==> config.mk <==
export PLATFORM = sky130hd
export DESIGN_NAME = sd_reg_master
export DESIGN_NICKNAME = d
export VERILOG_FILES = /design/src/rtl/sd_reg_master.sv
export SDC_FILE = /design/constraint.sdc
export NUM_CORES = 1
export LEC_CHECK = 0
export BUFFER_PORTS_ARGS = -buffer_cell sky130_fd_sc_hd__buf_4
export CAP_MARGIN = 0
export CORE_UTILIZATION = 45
export CTS_CLUSTER_DIAMETER = 50
export DETAILED_ROUTE_END_ITERATION = 8
export HOLD_SLACK_MARGIN = 0.1
export PLACE_DENSITY = 0.72
export SKIP_CTS_REPAIR_TIMING = 1
export SLEW_MARGIN = 40
export SYNTH_ARGS = -nofsm -noshare
export SYNTH_HDL_FRONTEND = slang
export SYNTH_SLANG_ARGS = --single-unit
==> constraint.sdc <==
create_clock -name clk -period 2.85 [get_ports clk]
set_input_delay 0.4275 -clock clk [delete_from_list [all_inputs] [get_ports clk]]
set_output_delay 0.4275 -clock clk [all_outputs]
set_load 0.05 [all_outputs]
==> src/rtl/sd_reg_master.sv <==
// sd_reg_master: turns one 32-bit register request into up to four byte
// accesses on an 8-bit byte-addressed register port and returns one 32-bit
// response. Writes go lane 3 down to lane 0 so byte-0 side effects fire last;
// reads go lane 0 up to lane 3. All outputs are registered.
module sd_reg_master #(
    parameter int unsigned ADDR_W  = 7,
    parameter int unsigned BUS_GAP = 0
) (
    input  logic              clk,
    input  logic              rst,
    input  logic              req_valid,
    output logic              req_ready,
    input  logic              req_we,
    input  logic [ADDR_W-1:0] req_addr,
    input  logic [3:0]        req_be,
    input  logic [31:0]       req_wdata,
    output logic              rsp_valid,
    output logic [31:0]       rsp_rdata,
    output logic              bus_we,
    output logic [ADDR_W-1:0] bus_addr,
    output logic [7:0]        bus_wdata,
    input  logic [7:0]        bus_rdata
);

    localparam int unsigned GapW = (BUS_GAP < 2) ? 1 : $clog2(BUS_GAP);

    typedef enum logic [1:0] {
        StIdle,
        StAccess,
        StGap,
        StDone
    } state_e;

    state_e              state_q, state_d;
    logic                we_q, we_d;
    logic [ADDR_W-3:0]   hi_q, hi_d;
    logic [31:0]         wdata_q, wdata_d;
    // Lanes still to be accessed, excluding the one currently on the bus.
    logic [3:0]          pend_q, pend_d;
    logic [1:0]          lane_q, lane_d;
    logic [GapW-1:0]     gap_q, gap_d;
    logic                req_ready_q, req_ready_d;
    logic                rsp_valid_q, rsp_valid_d;
    logic [31:0]         rsp_rdata_q, rsp_rdata_d;
    logic                bus_we_q, bus_we_d;
    logic [ADDR_W-1:0]   bus_addr_q, bus_addr_d;
    logic [7:0]          bus_wdata_q, bus_wdata_d;

    logic                issue;
    logic [3:0]          issue_mask;
    logic [1:0]          issue_lane;

    // The word-select bits of the request address are ignored.
    logic [1:0] unused_addr_lo;
    assign unused_addr_lo = req_addr[1:0];

    // Next lane to access: highest enabled for writes, lowest for reads.
    function automatic logic [1:0] pick_lane(input logic [3:0] mask, input logic wr);
        logic [1:0] lane;
        lane = 2'd0;
        if (wr) begin
            if (mask[3])      lane = 2'd3;
            else if (mask[2]) lane = 2'd2;
            else if (mask[1]) lane = 2'd1;
            else              lane = 2'd0;
        end else begin
            if (mask[0])      lane = 2'd0;
            else if (mask[1]) lane = 2'd1;
            else if (mask[2]) lane = 2'd2;
            else              lane = 2'd3;
        end
        return lane;
    endfunction

    // Next-state and registered-output logic.
    always_comb begin
        state_d     = state_q;
        we_d        = we_q;
        hi_d        = hi_q;
        wdata_d     = wdata_q;
        pend_d      = pend_q;
        lane_d      = lane_q;
        gap_d       = gap_q;
        req_ready_d = req_ready_q;
        rsp_valid_d = 1'b0;
        rsp_rdata_d = rsp_rdata_q;
        bus_we_d    = 1'b0;
        bus_addr_d  = bus_addr_q;
        bus_wdata_d = bus_wdata_q;
        issue       = 1'b0;
        issue_mask  = 4'b0000;
        issue_lane  = 2'd0;

        unique case (state_q)
            StIdle, StDone: begin
                state_d     = StIdle;
                req_ready_d = 1'b1;
                if (req_valid && req_ready_q) begin
                    we_d        = req_we;
                    hi_d        = req_addr[ADDR_W-1:2];
                    wdata_d     = req_wdata;
                    rsp_rdata_d = '0;
                    if (req_be == 4'b0000) begin
                        state_d     = StDone;
                        rsp_valid_d = 1'b1;
                    end else begin
                        issue      = 1'b1;
                        issue_mask = req_be;
                    end
                end
            end
            StAccess: begin
                if (!we_q) begin
                    rsp_rdata_d[{lane_q, 3'b000} +: 8] = bus_rdata;
                end
                if (pend_q == 4'b0000) begin
                    state_d     = StDone;
                    rsp_valid_d = 1'b1;
                    req_ready_d = 1'b1;
                end else if (BUS_GAP > 0) begin
                    state_d = StGap;
                    gap_d   = GapW'(BUS_GAP - 1);
                end else begin
                    issue      = 1'b1;
                    issue_mask = pend_q;
                end
            end
            StGap: begin
                if (gap_q == '0) begin
                    issue      = 1'b1;
                    issue_mask = pend_q;
                end else begin
                    gap_d = gap_q - GapW'(1);
                end
            end
            default: begin
                state_d     = StIdle;
                req_ready_d = 1'b1;
            end
        endcase

        // Start a bus cycle; we_d/hi_d/wdata_d hold either the fresh request
        // or the latched one, so both entry paths share this.
        if (issue) begin
            issue_lane  = pick_lane(issue_mask, we_d);
            lane_d      = issue_lane;
            pend_d      = issue_mask & ~(4'b0001 << issue_lane);
            state_d     = StAccess;
            req_ready_d = 1'b0;
            bus_we_d    = we_d;
            bus_addr_d  = {hi_d, issue_lane};
            if (we_d) begin
                bus_wdata_d = wdata_d[{issue_lane, 3'b000} +: 8];
            end
        end
    end

    // State and output registers with synchronous reset.
    always_ff @(posedge clk) begin
        if (rst) begin
            state_q     <= StIdle;
            we_q        <= 1'b0;
            hi_q        <= '0;
            wdata_q     <= '0;
            pend_q      <= '0;
            lane_q      <= '0;
            gap_q       <= '0;
            req_ready_q <= 1'b1;
            rsp_valid_q <= 1'b0;
            rsp_rdata_q <= '0;
            bus_we_q    <= 1'b0;
            bus_addr_q  <= '0;
            bus_wdata_q <= '0;
        end else begin
            state_q     <= state_d;
            we_q        <= we_d;
            hi_q        <= hi_d;
            wdata_q     <= wdata_d;
            pend_q      <= pend_d;
            lane_q      <= lane_d;
            gap_q       <= gap_d;
            req_ready_q <= req_ready_d;
            rsp_valid_q <= rsp_valid_d;
            rsp_rdata_q <= rsp_rdata_d;
            bus_we_q    <= bus_we_d;
            bus_addr_q  <= bus_addr_d;
            bus_wdata_q <= bus_wdata_d;
        end
    end

    assign req_ready = req_ready_q;
    assign rsp_valid = rsp_valid_q;
    assign rsp_rdata = rsp_rdata_q;
    assign bus_we    = bus_we_q;
    assign bus_addr  = bus_addr_q;
    assign bus_wdata = bus_wdata_q;

endmodule

==> metrics.yaml, run 1 <==
outcome:
  status: "finished, final reports clean"
detailed_routing:
  firstDrtPassIters: 5
  drc: 0
  routed_wl_um: 11100
  drtAntennaViolNets: 0
  vias: 4078
  drt_iter0_markers: 164
  avgViaCountPerCell: 5.70
  wire_per_inst_um: 15.6
finish:
  nets: 663
  fillers: 832
  antenna_cells: 0
  instances_no_fill: 715
  area.growth.synth_to_final_pct: 25.9
  drive_above_1_share_pct: 24.3
setup_path:
  r2r_slack_ns: 0.19
  cpPeakStageDelay_ns: 0.42
  cp_slowest_cell: "ha_2"
  rr_worst_depth: 10
  crit_chain: "inv_1 -> ha_2 -> and3_1 -> buf_4 -> mux2i_1 -> buf_4 -> nand3_2 -> nand2_4 -> mux4_1 -> o2111a_1"
  setup.worst_path.start_class: "flop"
  crit_start: "state_q[0]$_SDFFE_PP0P_"
  crit_type: "flop to flop"
  reg2reg_to: "bus_wdata[7]$_SDFFE_PP0P_"
  worstPathArrival_ns: 2.91
  end_kind: "flop"
  path_max_fanout: 11
  cpMostUsedCell: "buf_4"
  required_ns: 3.09
  timing.rr.start: "state_q[0]$_SDFFE_PP0P_"
  endpoint: "bus_wdata[7]$_SDFFE_PP0P_"
global_route:
  grt_pass1_vias: 3753
  grt_pass1_wl_um: 17900
  antenna_found_initial: 0
  grt_use_total_pct: 22.9
  grt_max_degree: 88
  grt-ovfl-total: 0
cts:
  cts_tree: "built"
  htreeDepth: 3
  numCtsBuffers: 9
  cts-root-buf: "clkbuf_8"
  clk_transition_reported_paths_ns: 0.09
  cts_buffer_depth: 2
  cts.sinks: 94
  clock_latency_ns: 0.35
power:
  intPower_w: 0.00296
  p_sw_w: 0.00236
  vdd_drop_max_mv: 0.439
  total_leakage_power_nw: 2.16
  seq_power_share_pct: 32.6
  p_sw_share_pct: 44.3
  combPwrFrac_pct: 50.0
  p_clk_share_pct: 17.4
  power_density_nw_per_um2: 993
timing:
  rsz0062_at_grt: "no"
  slew_violations: 0
  finalHoldViolations: 0
  fin_crit_sh_pct: 93.5
  setup_tns_ns: 0
  fmax_mhz: 375
  finalSetupViolCount: 0
  fin_crit_ns: 2.66
  worst_slew_pin_slew_ns: 0.753
  skew_ns: 0.0105
  max_slew_margin_pct: 49.3
floorplanning:
  core-area_um2: 9200
  die_area_um2: 9850
  io_pins: 105
  dieHeight_um: 99.2
  placementRows: 35
  start_util_pct: 46.3
  die_w_um: 99.2
yosys:
  synth-edff-count: 0
  syn_inst: 504
  synth_area_per_cell_um2: 8.44
  yosys.area.top_type_share_pct: 44.2
  ys_warn_count: 0
  syn_nets: 566
  synth.distinct_cells: 48
  synth_seq_cells: 94
  async_reset_ff_share_pct: 0
  synth_flop_cell: "dfxtp_1"
  synth_area_leaders: "dfxtp_1 (44%), nand2_1 (8.8%), a21oi_1 (8.6%), nand3_1 (6.4%), mux4_1 (4.3%)"
  synth_seq_area_share_pct: 44.2
  synth_area_um2: 4250
  synth.largest_area_cell: "dfxtp_1"
placement:
  hpwlAfterDp_um: 7700
  place_inst: 699
  gp_congestion: 0.859
  portBuffers: 102
job:
  cap_violations: 0
hold_path:
  hold_class: "primary input to flop"
## final cells by class
cell class | instances | area (um2) | area share [%]
clock buffer | 10 | 128 | 2.38
clock inverter | 4 | 73.8 | 1.38
inverter | 5 | 18.8 | 0.350
multi-input combinational | 375 | 2230 | 41.6
sequential | 94 | 1880 | 35.1
tap | 111 | 139 | 2.59
timing repair buffer | 116 | 887 | 16.6
## per-layer routing
| metal | vias up | track usage (%) | part of all wire, % |
|---|---|---|---|
| li1 | 1999 | - | - |
| met4 | 0 | 8.03 | 1.2 |
| met1 | 1913 | 30.3 | 45 |
| met3 | 12 | 3.09 | 6.0 |
| met5 | - | 0 | 0 |
| met2 | 154 | 38.3 | 48 |
## critical path, delay by kind of cell (launching register included)
family / cells / cell delay, ns
flip-flops: 1 / 0.36
multiplexers: 2 / 0.53
adder cells (fa/ha/maj): 1 / 0.42
AO/OA/AOI/OAI: 1 / 0.24
buffers and inverters: 3 / 0.49
AND/OR/NAND/NOR: 3 / 0.52
## stage by stage
step / utilization (%) / power [W] / cell area, um2 / setup slack [ns] / hold WS [ns]
after floorplan: - / 0.00366 / 4250 / 0.500 / 0.432
after global placement: 55.7 / 0.00428 / 5120 / 0.160 / 0.437
after detailed placement: 55.8 / 0.00438 / 5130 / 0.0499 / 0.444
after CTS: 58.0 / 0.00531 / 5330 / 0.0250 / 0.313
after global routing: 58.2 / 0.00567 / 5360 / 0.0348 / 0.313
final: 58.2 / 0.00532 / 5360 / 0.186 / 0.327
## placed cells by master, fill, tap and decap left out, drive strengths merged, types with 3 or more instances in the layout
master,count
clkbuf,10
nand3,56
buf,116
a21o,3
dfxtp,94
inv,5
o21ai,25
nand2,102
ha,7
a211oi,8
mux2i,6
mux4,7
o2111a,7
a21oi,74
o21a,3
nor2,37
a22oi,12
a221oi,3
nor3,6
a22o,4
## Yosys cell counts (2+ instances only)
cell type / number
buf_6: 3
nor3_1: 5
a22o_1: 4
a211oi_1: 8
o21ai_0: 18
nor2_1: 36
mux2i_1: 6
mux4_1: 7
o21a_1: 3
ha_1: 7
a22oi_2: 2
nand3_1: 54
inv_1: 5
o21ai_1: 6
nand3_2: 2
a22oi_1: 9
buf_2: 7
dfxtp_1: 94
a221oi_1: 2
o2111a_1: 7
a21o_1: 3
clkbuf_1: 17
nand2_1: 100
a32oi_1: 2
buf_4: 2
a21oi_1: 73
## worst min-delay path by stage
| stage | cells past startpoint | from | endpoint | slack (ns) |
|---|---|---|---|---|
| after floorplan | 2 | wdata_q[0]$_SDFF_PP0_ | wdata_q[0]$_SDFF_PP0_ | 0.43 |
| after detailed placement | 2 | wdata_q[5]$_SDFF_PP0_ | wdata_q[5]$_SDFF_PP0_ | 0.44 |
| final | 3 | req_wdata[5] | wdata_q[5]$_SDFF_PP0_ | 0.33 |
| after CTS | 3 | req_wdata[17] | wdata_q[17]$_SDFF_PP0_ | 0.31 |
| after global routing | 3 | req_wdata[29] | wdata_q[29]$_SDFF_PP0_ | 0.31 |
| after global placement | 2 | wdata_q[19]$_SDFF_PP0_ | wdata_q[19]$_SDFF_PP0_ | 0.44 |
## sequential cells by signal, summed over array words and instances (netlist names)
| register | count |
|---|---|
| lane_q | 1 |
| bus_addr | 6 |
| bus_we | 1 |
| we_q | 1 |
| rsp_valid | 1 |
| pend_q | 4 |
| hi_q | 5 |
| wdata_q | 32 |
| state_q | 2 |
| rsp_rdata | 32 |
| req_ready | 1 |
| bus_wdata | 8 |
## kinds of logic (layout without fill, tap and decap cells)
kind of cell / Yosys count / count (layout) / synth area share [%]
mux: 14 / 14 / 6.09
simple gates: 208 / 208 / 21.6
flops: 94 / 94 / 44.2
fa+ha+maj: 7 / 7 / 2.06
compound gates: 146 / 146 / 22.0
buf+inv: 35 / 135 / 4.00
## power by group through the flow
| stage | clock network, W | logic [W] | registers [W] |
|---|---|---|---|
| 2_1_floorplan | 0 | 0.00157 | 0.00209 |
| 3_3_place_gp | 0 | 0.00253 | 0.00174 |
| 3_5_place_dp | 0 | 0.00262 | 0.00176 |
| 4_1_cts | 0.000952 | 0.00263 | 0.00173 |
| 5_1_grt | 0.000996 | 0.00291 | 0.00176 |
| 6_report | 0.000927 | 0.00266 | 0.00173 |
Power figures use the tool's default switching activity.
==> run 2: changes to the inputs <==
- ABC_AREA: default -> 1
==> run 2 against run 1 <==
Synthesized cell count rose by 9.5%. Utilization fell by 0.64 points. Final cell count rose by 8.5%. Clock-buffer cell count did not move. Via count fell by 1.9%.
==> metrics.yaml, run 2 <==
finish:
  nets: 705
  mostFrequentLayoutCell: "buf_4"
  stdcell_area_um2: 5320
  antenna_cells: 0
  layout_common_cells: "buf_4 (107), dfxtp_1 (94), nor2_1 (87)"
  instances_no_fill: 776
  drive_above_1_share_pct: 24.4
  area.growth.synth_to_final_pct: 24.1
power:
  power_density_nw_per_um2: 1060
  total_leakage_power_nw: 2.33
  vdd_drop_max_mv: 0.590
timing:
  fin_crit_sh_pct: 90.6
  fin_crit_ns: 2.58
  max_slew_margin_pct: 49.1
  layout_setup_ws_ns: 0.267
  finalHoldViolations: 0
  skew_ns: 0.0121
  rsz0062_at_grt: "no"
  finalSetupViolCount: 0
  fmax_mhz: 387
  slew_violations: 0
  worst_slew_pin_slew_ns: 0.763
  setup_tns_ns: 0
floorplanning:
  die_area_um2: 9920
  start_util_pct: 46.4
  die_w_um: 99.6
  core-area_um2: 9240
  io_pins: 105
  placementRows: 35
  dieHeight_um: 99.6
setup_path:
  required_ns: 3.16
  setup.worst_path.start_class: "flop"
  crit_chain: "inv_1 -> ha_1 -> nand3_4 -> nand2_1 -> nand2_4 -> nor2_4 -> nand2_4 -> nand2_2 -> nand2_1 -> o21ai_0 -> nor2_1 -> nor2_1"
  cpPeakStageDelay_ns: 0.50
  worstPathArrival_ns: 2.89
  end_kind: "flop"
  cp_slowest_cell: "ha_1"
  crit_type: "flop to flop"
  path_max_fanout: 18
yosys:
  synth_area_leaders: "dfxtp_1 (44%), nor2_1 (7.6%), nand2_1 (5.6%), a21oi_1 (4.3%), o21a_1 (4.2%)"
  syn_nets: 614
  ys_warn_count: 0
  synth-edff-count: 0
  syn_inst: 552
  synth_seq_area_share_pct: 43.9
  synth_commonest_cells: "dfxtp_1 (94), nor2_1 (87), nand2_1 (64)"
  yosysMostFrequentCell: "dfxtp_1"
  synth_area_um2: 4290
  synth.distinct_cells: 36
  async_reset_ff_share_pct: 0
  synth_flop_cell: "dfxtp_1"
  synth_seq_cells: 94
  synth_mux_area_share_pct: 2.80
  synthSimpleGateAreaFrac_pct: 30.3
  synth.largest_area_cell: "dfxtp_1"
  synth_area_per_cell_um2: 7.77
  synth_top_family_by_area: "simple AND/OR/NAND/NOR gates"
  synth_compound_area_share_pct: 13.3
  synthXorXnorAreaFrac_pct: 0
  yosys.area.top_type_share_pct: 43.9
  yosys.area_share.adder_pct: 2.04
detailed_routing:
  wire_per_inst_um: 13.5
  firstDrtPassIters: 6
  drt_iter0_markers: 123
  routed_wl_um: 10500
  avgViaCountPerCell: 5.16
  vias: 4001
  drc: 0
  drtAntennaViolNets: 0
cts:
  cts_tree: "built"
  cts_buffer_depth: 2
  htreeDepth: 3
  numCtsBuffers: 9
  cts-root-buf: "clkbuf_8"
  clock_latency_ns: 0.37
  clk_transition_reported_paths_ns: 0.09
  cts.sinks: 94
global_route:
  grt_pass1_vias: 3687
  grt_use_total_pct: 21.6
  grt-ovfl-total: 0
  antenna_found_initial: 0
  grt_pass1_wl_um: 17000
  grt_max_degree: 73
placement:
  place_inst: 761
  hpwlAfterDp_um: 7590
  place_area_um2: 5110
  portBuffers: 102
  pre_cts_ws_ns: 0.200
  gp_congestion: 0.851
outcome:
  status: "finished, final reports clean"
hold_path:
  hold_class: "primary input to flop"
job:
  cap_violations: 0
## run 2: changes by cell type after synthesis, moves of 22 or more
cell     change
nand4_1     +22
inv_1       +39
nor2_1      +51
nand2_1     -36
nand3_1     -26
a21oi_1     -36
## run 2: cell type report
type	count	area (um2)
Clock buffer	10	138
Clock inverter	5	66.3
Fill cell	854	3920
Tap cell	129	161
Timing Repair Buffer	107	803
Inverter	48	183
Sequential cell	94	1880
Multi-Input combinational cell	383	2090
## run 2: cells by family after synthesis
kind of cell | Yosys count
DFF | 94
adders and majority gates | 7
AOI/OAI and AO/OA | 97
and+or+nand+nor | 267
buffers and inverters | 75
muxes | 12
## run 2: layer usage
layer / routed length [um] / vias to the layer above / part of all wire, % / GRT usage [%]
met4: 205 / 0 / 2.0 / 7.81
met1: 4540 / 1841 / 43 / 26.5
met3: 624 / 16 / 6.0 / 4.85
met5: 0 / - / 0 / 0
li1: - / 2007 / - / -
met2: 5080 / 137 / 49 / 37.1
## run 2: path summary, 6_finish.rpt
path | from | end | slack [ns] | depth (start not counted)
max | state_q[0]$_SDFFE_PP0P_ | bus_wdata[3]$_SDFFE_PP0P_ | 0.27 | 12
min | req_wdata[27] | wdata_q[27]$_SDFF_PP0_ | 0.31 | 3
max reg2reg | state_q[0]$_SDFFE_PP0P_ | bus_wdata[3]$_SDFFE_PP0P_ | 0.27 | 12
min reg2reg | rsp_rdata[0]$_SDFFE_PP0P_ | rsp_rdata[0]$_SDFFE_PP0P_ | 0.47 | 2
## run 2: worst max-delay path, delay by kind of cell, from the launching register on
kind	cells	cell delay, ns
adder cells (fa/ha/maj)	1	0.50
AO/OA/AOI/OAI	1	0.22
AND/OR/NAND/NOR	9	1.36
flip-flops	1	0.38
buffers and inverters	1	0.07
## run 2: per-stage QoR
step                util, %  hold slack (ns)  power [W]
finish                 57.6            0.313    0.00567
global route           57.6            0.311    0.00608
CTS                    57.5            0.302    0.00567
detailed placement     55.3            0.455    0.00474
global placement       55.3            0.452    0.00467
floorplan                 -            0.453    0.00415
## run 2: power by group
group | total, W | leakage, nW | switching (W) | internal [W]
Combinational | 0.00299 | 1.46 | 0.00203 | 0.000966
Sequential | 0.00175 | 0.767 | 0.000152 | 0.00159
Clock | 0.000928 | 0.101 | 0.000491 | 0.000437
Total | 0.00567 | 2.33 | 0.00267 | 0.00300
